==> config.mk <==
export PLATFORM = sky130hd
export DESIGN_NAME = text_renderer
export DESIGN_NICKNAME = d
export VERILOG_FILES = /design/src/rtl/text_renderer.sv
export SDC_FILE = /design/constraint.sdc
export NUM_CORES = 1
export LEC_CHECK = 0
export ABC_AREA = 1
export CORE_AREA = 4 4 50 96
export CTS_BUF_LIST = sky130_fd_sc_hd__clkbuf_16
export CTS_CLUSTER_SIZE = 30
export DETAILED_ROUTE_END_ITERATION = 8
export DIE_AREA = 0 0 54 100
export GPL_TIMING_DRIVEN = 0
export MAX_ROUTING_LAYER = met4
export PLACE_DENSITY = 0.78
export SLEW_MARGIN = 20
export SYNTH_ARGS = -nofsm -noshare
export SYNTH_HDL_FRONTEND = slang
export SYNTH_SLANG_ARGS = --single-unit
==> constraint.sdc <==
create_clock -name clk -period 2.68 [get_ports clk]
set_clock_uncertainty 0.1 [all_clocks]
set_input_delay 0.402 -clock clk [delete_from_list [all_inputs] [get_ports clk]]
set_output_delay 0.402 -clock clk [all_outputs]
set_load 0.02 [all_outputs]
==> src/rtl/text_renderer.sv <==
// -----------------------------------------------------------------------------
// text_renderer
//   Text-mode pixel generator. Turns the video timing generator's per-pixel
//   x/y/de/hs/vs into a 1-bit pixel stream. Each pixel follows this path:
//     - fetch the character code from an external text buffer,
//     - fetch the glyph bit from FontRom,
//     - apply inverse video and a blinking cursor.
//   The result is re-aligned with the syncs at a fixed 3-cycle latency.
//   Cells are 8x16 pixels and the font holds 128 glyphs.
//
// Ports
//   clk, reset              pixel clock; asynchronous active-high reset
//   in_de/in_hs/in_vs       timing inputs; in_vs rising edge marks a new frame
//   in_x, in_y              current pixel column / row
//   tb_addr, tb_re          text buffer read address / enable (combinational)
//   tb_data                 char code, one cycle after tb_addr; bit7 = inverse
//   font_ad                 FontRom address {code[6:0], glyph_row, glyph_col}
//   font_ce, font_oce       FontRom enables, always asserted
//   font_dout               glyph bit, one cycle after font_ad
//   cur_en, cur_block       cursor enable; 1 = full cell, 0 = underline
//   cur_col, cur_row        cursor cell position
//   out_de/out_hs/out_vs    timing delayed by 3 cycles
//   out_pix                 pixel, 1 = foreground
// -----------------------------------------------------------------------------
module text_renderer #(
    parameter int COLS         = 80,
    parameter int ROWS         = 30,
    parameter int ADDR_W       = 12,
    parameter int BLINK_FRAMES = 16
) (
    input  logic              clk,
    input  logic              reset,
    input  logic              in_de,
    input  logic              in_hs,
    input  logic              in_vs,
    input  logic [9:0]        in_x,
    input  logic [9:0]        in_y,
    output logic [ADDR_W-1:0] tb_addr,
    output logic              tb_re,
    input  logic [7:0]        tb_data,
    output logic [13:0]       font_ad,
    output logic              font_ce,
    output logic              font_oce,
    input  logic              font_dout,
    input  logic              cur_en,
    input  logic              cur_block,
    input  logic [6:0]        cur_col,
    input  logic [4:0]        cur_row,
    output logic              out_de,
    output logic              out_hs,
    output logic              out_vs,
    output logic              out_pix
);

    // Limits widened by one bit so the comparisons stay correct even when
    // COLS/ROWS equal the full range of the col/row fields.
    localparam logic [7:0] COLS_LIM = 8'(COLS);
    localparam logic [6:0] ROWS_LIM = 7'(ROWS);
    localparam logic [15:0] COLS_MUL = 16'(COLS);

    // The frame counter needs at least one bit even when BLINK_FRAMES is 1.
    localparam int CNT_W = (BLINK_FRAMES > 1) ? $clog2(BLINK_FRAMES) : 1;
    localparam logic [CNT_W-1:0] CNT_LAST = CNT_W'(BLINK_FRAMES - 1);

    // ---------------- stage 0 (combinational on live inputs) ----------------
    logic [6:0]  col_s;
    logic [5:0]  row_s;
    logic        in_range_s;
    logic        hit_s;
    logic [15:0] addr_full_s;

    // Stage-0 decode: cell position, range test, buffer address and cursor hit.
    always_comb begin
        col_s       = in_x[9:3];
        row_s       = in_y[9:4];
        in_range_s  = ({1'b0, col_s} < COLS_LIM) && ({1'b0, row_s} < ROWS_LIM);
        addr_full_s = (16'(row_s) * COLS_MUL) + 16'(col_s);
        hit_s       = cur_en && (col_s == cur_col) && (row_s == {1'b0, cur_row});
    end

    assign tb_addr  = addr_full_s[ADDR_W-1:0];
    assign tb_re    = in_de & in_range_s;
    assign font_ce  = 1'b1;
    assign font_oce = 1'b1;

    // ---------------- stage 1 registers ----------------
    logic [2:0] x1_r;
    logic [3:0] y1_r;
    logic       vld1_r;
    logic       hit1_r;
    logic       blk1_r;
    logic       de1_r, hs1_r, vs1_r;

    // Stage-1 pipeline: glyph coordinates, visibility, cursor hit and syncs.
    always_ff @(posedge clk or posedge reset) begin
        if (reset) begin
            x1_r   <= 3'd0;
            y1_r   <= 4'd0;
            vld1_r <= 1'b0;
            hit1_r <= 1'b0;
            blk1_r <= 1'b0;
            de1_r  <= 1'b0;
            hs1_r  <= 1'b0;
            vs1_r  <= 1'b0;
        end else begin
            x1_r   <= in_x[2:0];
            y1_r   <= in_y[3:0];
            vld1_r <= in_de & in_range_s;
            hit1_r <= hit_s;
            blk1_r <= cur_block;
            de1_r  <= in_de;
            hs1_r  <= in_hs;
            vs1_r  <= in_vs;
        end
    end

    // ---------------- blink generator ----------------
    logic             vs_prev_r;
    logic [CNT_W-1:0] frame_cnt_r;
    logic             blink_on_r;

    // Counts frames on in_vs rising edges and flips the cursor phase every
    // BLINK_FRAMES frames; independent of whether the cursor is enabled.
    always_ff @(posedge clk or posedge reset) begin
        if (reset) begin
            vs_prev_r   <= 1'b0;
            frame_cnt_r <= {CNT_W{1'b0}};
            blink_on_r  <= 1'b1;
        end else begin
            vs_prev_r <= in_vs;
            if (in_vs && !vs_prev_r) begin
                if (frame_cnt_r == CNT_LAST) begin
                    frame_cnt_r <= {CNT_W{1'b0}};
                    blink_on_r  <= ~blink_on_r;
                end else begin
                    frame_cnt_r <= frame_cnt_r + 1'b1;
                end
            end
        end
    end

    // ---------------- stage 1 (combinational) ----------------
    logic curpix_s;

    // Underline cursor covers glyph rows 14 and 15 (y1[3:1] == 3'b111).
    always_comb begin
        curpix_s = hit1_r & blink_on_r & (blk1_r | (y1_r[3:1] == 3'b111));
    end

    assign font_ad = {tb_data[6:0], y1_r, x1_r};

    // ---------------- stage 2 registers ----------------
    logic inv2_r;
    logic blank2_r;
    logic curpix2_r;
    logic de2_r, hs2_r, vs2_r;

    // Stage-2 pipeline: inverse flag, blanking, cursor pixel and syncs.
    always_ff @(posedge clk or posedge reset) begin
        if (reset) begin
            inv2_r    <= 1'b0;
            blank2_r  <= 1'b1;
            curpix2_r <= 1'b0;
            de2_r     <= 1'b0;
            hs2_r     <= 1'b0;
            vs2_r     <= 1'b0;
        end else begin
            inv2_r    <= tb_data[7];
            blank2_r  <= ~vld1_r;
            curpix2_r <= curpix_s;
            de2_r     <= de1_r;
            hs2_r     <= hs1_r;
            vs2_r     <= vs1_r;
        end
    end

    // ---------------- stage 2 (combinational) ----------------
    logic pix_s;

    // Blanked pixels (outside the text area or de low) are forced to background.
    always_comb begin
        if (blank2_r) begin
            pix_s = 1'b0;
        end else begin
            pix_s = font_dout ^ inv2_r ^ curpix2_r;
        end
    end

    // Output registers: pixel and timing leave together after 3 cycles.
    always_ff @(posedge clk or posedge reset) begin
        if (reset) begin
            out_de  <= 1'b0;
            out_hs  <= 1'b0;
            out_vs  <= 1'b0;
            out_pix <= 1'b0;
        end else begin
            out_de  <= de2_r;
            out_hs  <= hs2_r;
            out_vs  <= vs2_r;
            out_pix <= pix_s;
        end
    end

endmodule
==> results of run 1 <==
-- report_power, final --
group | internal, mW | switching, mW
sequential | 0.478 | 0.0301
combinational | 0.225 | 0.216
clock | 0.199 | 0.120
-- layer usage --
metal / share of wire (%) / wire, microns / global-route usage, %
met1: 36 / 1360 / 15.7
met2: 55 / 2090 / 27.9
met3: 6.2 / 235 / 1.93
met4: 2.7 / 104 / 4.22
met5: 0 / 0 / -
-- worst max-delay path by stage --
stage	slack (ns)	depth (start not counted)	end
detailed placement	-1.16	11	tb_addr[11]
finish	0.09	12	tb_addr[11]
CTS	-0.007	12	tb_addr[11]
floorplan	0.008	8	tb_addr[9]
global route	0.002	12	tb_addr[11]
global placement	-1.13	10	tb_addr[9]
-- synthesized netlist by cell type --
cell type / count / area share (%)
a21oi_1: 4 / 1.3
inv_1: 23 / 5.5
nand2_1: 30 / 7.2
a21boi_2: 1 / 0.72
xor2_2: 1 / 1.0
o22ai_1: 1 / 0.40
nor3b_1: 1 / 0.48
and3_1: 1 / 0.40
nor3_1: 1 / 0.32
dfrtp_1: 26 / 41
nor2_1: 10 / 2.4
xnor2_1: 4 / 2.2
nor2_2: 1 / 0.40
conb_1: 1 / 0.24
fa_1: 2 / 2.5
or2_2: 3 / 1.2
a31o_2: 1 / 0.56
nand3_2: 1 / 0.64
xor2_1: 8 / 4.5
dfstp_2: 2 / 3.3
o2111a_1: 1 / 0.72
o21ai_0: 5 / 1.6
nand3_1: 13 / 4.1
buf_4: 13 / 6.2
ha_1: 12 / 9.5
nand4_1: 3 / 1.2
-- cell type report --
class / count / area (sq um) / share of cell area, %
clock buffer: 3 / 75.1 / 2.97
inverter: 23 / 86.3 / 3.42
timing repair buffer: 72 / 698 / 27.6
tap: 52 / 65.1 / 2.57
buffer: 13 / 97.6 / 3.86
clock inverter: 1 / 3.75 / 0.149
multi-input combinational: 106 / 798 / 31.6
sequential: 28 / 703 / 27.8
-- timing repair --
item	4_1_cts	5_1_grt
buffers inserted	1	0
pin swaps	3	2
endpoints found under the setup margin	7	4
resized for setup	49	15
-- worst register-to-register path: stages (launching register included) --
cell	delay [ns]
dfrtp_1	0.39
nor2_2	0.20
inv_1	0.10
nor2_1	0.17
xor2_1	0.18
-- logic make-up after synthesis --
kind of cell,Yosys count,synth area share (%)
buffers and inverters,36,11.7
other,1,0.238
adders and majority gates,14,12.1
and+or+nand+nor,64,18.3
DFF,28,44.7
xor gates and xnor gates,13,7.72
AOI/OAI and AO/OA,13,5.25
-- per-stage QoR --
| stage | TNS, ns | utilization [%] | power (mW) |
|---|---|---|---|
| finish | 0 | 61.8 | 1.27 |
| global route | 0 | 61.8 | 1.35 |
| CTS | -0.00743 | 60.5 | 1.27 |
| detailed placement | -4.96 | 57.5 | 0.943 |
| global placement | -4.82 | 57.5 | 0.934 |
| floorplan | 0 | - | 0.750 |
==> run summary, run 1 <==
Seq/Total Area, Yosys - 44.7%
Seq cells post-synth - 28
Slew HR - 37.9%
Nets - 309
Buffers on Ports - 71
Starting DRT DRC Count - 18
status - completed
reg-to-reg slack, setup - 1.47 ns
Global Route Usage Sum - 15.0%
pre-CTS setup slack - -1.16 ns
hold_buf cts - 0
Distinct cells, synth - 26
placed cells - 293
Largest regs - frame_cnt_r: 4 flops, y1_r: 4 flops, x1_r: 3 flops
max-cap violations - 0
worst path arrival time - 2.09 ns
final worst-path cycle share - 96.6%
Bufs on Longest Clock Path - 2
pin count of the biggest net entering global routing - 29
Fill cells - 324
CTS buffer count - 3
Sink Count - 28
min Tclk post-route - 2.59 ns
worst path cell trace - buf_4, ha_4, ha_4, fa_2, nand2_1, inv_2, nand3_2, nand2_2, nand3_1, nand2_1, nand2_1, buf_6
Buf/Inv on CP - 3
Clock transition at path regs - 0.06 ns
H-tree lvl count - 1
most common cell after layout, fill and taps aside - clkdlybuf4s50_1
final hold violations - 0
Worst Path Max Fanout - 4
required time of the critical path - 2.18 ns
crit path launch - in_y[7]
CP max-delay cell - fa_2
leakage - 1.18 nW
Non-Filler Instances - 298
Worst-Margin Slew - 0.926 ns
Fin Hold WS - 0.248 ns
Setup crit start kind - input pin
commonest non-fill, non-tap cells in the layout - clkdlybuf4s50_1 (57), nand2_1 (29), dfrtp_1 (26), inv_1 (21), buf_4 (16)
Hold Crit Depth - 0
DRT antenna net count - 0
Die Width - 54 microns
HP Class - register to register
Setup crit end kind - primary output
FF-to-FF path depth - 4
die area - 5400 sq um
I/O Pins - 81
# setup viols final - 0
Via Count - 1334
Mapped Avg Cell Area - 9.31 sq um
Initial Util - 38.5%
Reg-to-Reg End - blink_on_r
Placed Area - 2350 sq um
Top delay family on crit path - adder cells
most used cell, CP - nand2_1
row cnt - 33
fin. max-slew vios - 0
Wirelength per Cell - 12.7 microns
final wirelength - 3.79 mm
Area Growth Syn to Fin - 60.7%
CP Class - input pin to primary output
setup ws final - 0.0898 ns
max incr delay on CP - 0.54 ns
proportion of layout cells with a drive suffix above 1 - 19.1%
core area - 4090 sq um
Via-to-Cell Ratio - 4.48
unrepaired setup endpoints after global routing - no
GRT overflow - 0
Power Density - 502 nW/um^2
vias in the first global route - 1377
R2R Path Start - vs_prev_r
Max rail drop VDD - 356 uV
initial antenna violation count - 0
TritonRoute pass-1 iters - 4
die span in y - 100 microns
Placer Congestion - 0.841
CTS tree - built
antenna cells - 0
post-detail-place hpwl - 3.12 mm
worst skew pair latency - 0.25 ns
final instance area - 2530 sq um
Mapped Cells - 169
Hold EP - hs2_r
global-route wire length before repair - 5.94 mm
max frequency - 0.386 GHz
YS warnings - 0
Root Buffer - clkbuf_16
beginning of the worst hold path - hs1_r
Mapped Area - 1570 sq um
# DRC - 0
(Power assumes the default switching activity.)
==> inputs of run 2 (changes only) <==
--- a/config.mk
+++ b/config.mk
@@ -6,14 +6,14 @@
 export NUM_CORES = 1
 export LEC_CHECK = 0
 export ABC_AREA = 1
-export CORE_AREA = 4 4 50 96
+export CORE_AREA = 4 4 52 101
 export CTS_BUF_LIST = sky130_fd_sc_hd__clkbuf_16
 export CTS_CLUSTER_SIZE = 30
 export DETAILED_ROUTE_END_ITERATION = 8
-export DIE_AREA = 0 0 54 100
+export DIE_AREA = 0 0 56 105
 export GPL_TIMING_DRIVEN = 0
 export MAX_ROUTING_LAYER = met4
-export PLACE_DENSITY = 0.78
+export PLACE_DENSITY = 0.75
 export SLEW_MARGIN = 20
 export SYNTH_ARGS = -nofsm -noshare
 export SYNTH_HDL_FRONTEND = slang
==> constraint.sdc (replaced) <==
create_clock -name clk -period 2.1 [get_ports clk]
set_clock_uncertainty 0.1 [all_clocks]
set_input_delay 0.315 -clock clk [delete_from_list [all_inputs] [get_ports clk]]
set_output_delay 0.315 -clock clk [all_outputs]
set_load 0.02 [all_outputs]
==> run 2 against run 1 <==
Net effect:
- the run now ends with negative setup slack left
- routed wire length grew 4.1%
- final cell count grew 2.3%
- register-to-register slack lost 0.60 ns
- worst hold slack gained 0.00068 ns
- design area grew 5.9%
- highest routed layer unchanged
==> run summary, run 2 (synthesis results as in run 1) <==
status - finished with violations
failing checks - negative setup slack
Fin Hold WS - 0.249 ns
Global Route Usage Sum - 14.4%
Setup crit end kind - primary output
Worst-Margin Slew - 0.560 ns
sw power - 0.518 mW
core area - 4550 sq um
Pwr Total - 1.84 mW
TritonRoute pass-1 iters - 4
pin count of the biggest net entering global routing - 29
Bufs on Longest Clock Path - 2
Max rail drop VDD - 665 uV
Clock transition at path regs - 0.06 ns
# DRC - 0
Root Buffer - clkbuf_16
leakage - 1.23 nW
post-detail-place hpwl - 3.24 mm
Placer Congestion - 0.795
DRT antenna net count - 0
max-cap violations - 0
HP Class - register to register
most common cell after layout, fill and taps aside - clkdlybuf4s50_1
switching share of power - 28.1%
vias in the first global route - 1488
CTS tree - built
Slew HR - 62.6%
setup TNS - -1.05 ns
CTS buffer count - 3
Setup crit start kind - input pin
Largest regs - frame_cnt_r: 4 flops, y1_r: 4 flops, x1_r: 3 flops
final wirelength - 3.94 mm
setup ws final - -0.304 ns
Starting DRT DRC Count - 16
die span in y - 105 microns
antenna cells - 0
worst skew pair latency - 0.26 ns
Worst Path Max Fanout - 3
required time of the critical path - 1.68 ns
Nets - 313
unrepaired setup endpoints after global routing - yes
Wirelength per Cell - 12.9 microns
die area - 5880 sq um
Buffers on Ports - 71
Placed Area - 2440 sq um
Gate power share - 35.1%
# setup viols final - 5
Power Density - 688 nW/um^2
reg-to-reg slack, setup - 0.87 ns
final hold violations - 0
sequential power share - 35.3%
fin. max-slew vios - 0
Initial Util - 34.5%
Int Pwr - 1.32 mW
initial antenna violation count - 0
Die Width - 56 microns
final worst-path cycle share - 114%
proportion of layout cells with a drive suffix above 1 - 25.2%
Via Count - 1373
Sink Count - 28
global-route wire length before repair - 6.62 mm
commonest non-fill, non-tap cells in the layout - clkdlybuf4s50_1 (55), dfrtp_1 (26), nand2_1 (25), inv_1 (21), buf_4 (18)
Via-to-Cell Ratio - 4.50
final instance area - 2680 sq um
hold_buf cts - 0
worst path arrival time - 1.99 ns
CP Class - input pin to primary output
Area Growth Syn to Fin - 70.2%
max frequency - 0.416 GHz
row cnt - 35
Clk pwr share - 29.6%
GRT overflow - 0
I/O Pins - 81
H-tree lvl count - 1
min Tclk post-route - 2.40 ns
==> run 2: cell count changes in the layout (fill, tap and decap cells not counted), sizes merged <==
cell | previous run | this run
dlygate4sd2 | 3 | 5
inv | 22 | 23
buf | 21 | 28
clkinv | 2 | 0
dlymetal6s2s | 2 | 0
bufinv | 0 | 1
clkdlybuf4s50 | 57 | 55
clkdlybuf4s15 | 1 | 0
==> run 2: path summary, 6_finish.rpt <==
| check | cells after the start | from | to |
|---|---|---|---|
| max in group asynchronous | 2 | reset | blink_on_r |
| min | 0 | de1_r | de2_r |
| min in group asynchronous | 2 | reset | y1_r[0] |
| max reg2reg | 4 | vs_prev_r | blink_on_r |
| max | 12 | in_y[7] | tb_addr[11] |
| min reg2reg | 0 | de1_r | de2_r |
==> run 2: worst max-delay path, cell delays in order <==
cell,delay (ns)
buf_12,0.10
ha_4,0.23
ha_4,0.16
fa_2,0.54
nand2_2,0.05
inv_2,0.07
nand3_2,0.08
nand2_4,0.12
nand3_2,0.07
nand2_1,0.07
nand2_2,0.05
buf_6,0.12
==> run 2: power by group through the flow <==
stage / registers [mW] / clock network (mW) / logic (mW)
6_report: 0.650 / 0.545 / 0.647
5_1_grt: 0.659 / 0.585 / 0.710
4_1_cts: 0.651 / 0.565 / 0.651
3_3_place_gp: 0.656 / 0 / 0.584
3_5_place_dp: 0.659 / 0 / 0.593
2_1_floorplan: 0.664 / 0 / 0.333
==> run 2: final cells by class <==
class	count	area [sq um]
fill	391	1880
multi-input combinational	106	883
timing repair buffer	76	733
sequential	28	703
buffer	13	97.6
inverter	23	86.3
clock buffer	3	75.1
tap	55	68.8
clock inverter	1	30.0
==> run 2: metal layers <==
layer / global-route usage [%] / part of all wire [%] / vias up
li1: - / - / 686
met1: 13.5 / 33 / 637
met2: 29.0 / 62 / 46
met3: 1.61 / 4.2 / 4
met4: 4.41 / 1.3 / 0
met5: - / 0 / -
==> run 2: stage by stage <==
stage / util, % / instances / worst slack [ns]
after floorplan: - / 170 / -0.122
after global placement: 53.5 / 296 / -1.44
after detailed placement: 53.5 / 296 / -1.47
after CTS: 58.7 / 305 / -0.312
after global routing: 58.8 / 305 / -0.387
final: 58.8 / 305 / -0.304
==> run 2: what timing repair did <==
item	4_1_cts	5_1_grt
endpoints found under the hold margin	0	0
buffers inserted	5	1
resized for setup	81	3
endpoints found under the setup margin	9	6
pin swaps	10	3
cloned	0	0
==> inputs of run 3 (changes only) <==
--- a/config.mk
+++ b/config.mk
@@ -6,6 +6,7 @@
 export NUM_CORES = 1
 export LEC_CHECK = 0
 export ABC_AREA = 1
+export CAP_MARGIN = 20
 export CORE_AREA = 4 4 52 101
 export CTS_BUF_LIST = sky130_fd_sc_hd__clkbuf_16
 export CTS_CLUSTER_SIZE = 30
==> results of run 3 <==
Final layout, timing and power as in run 2 (identical DEF).
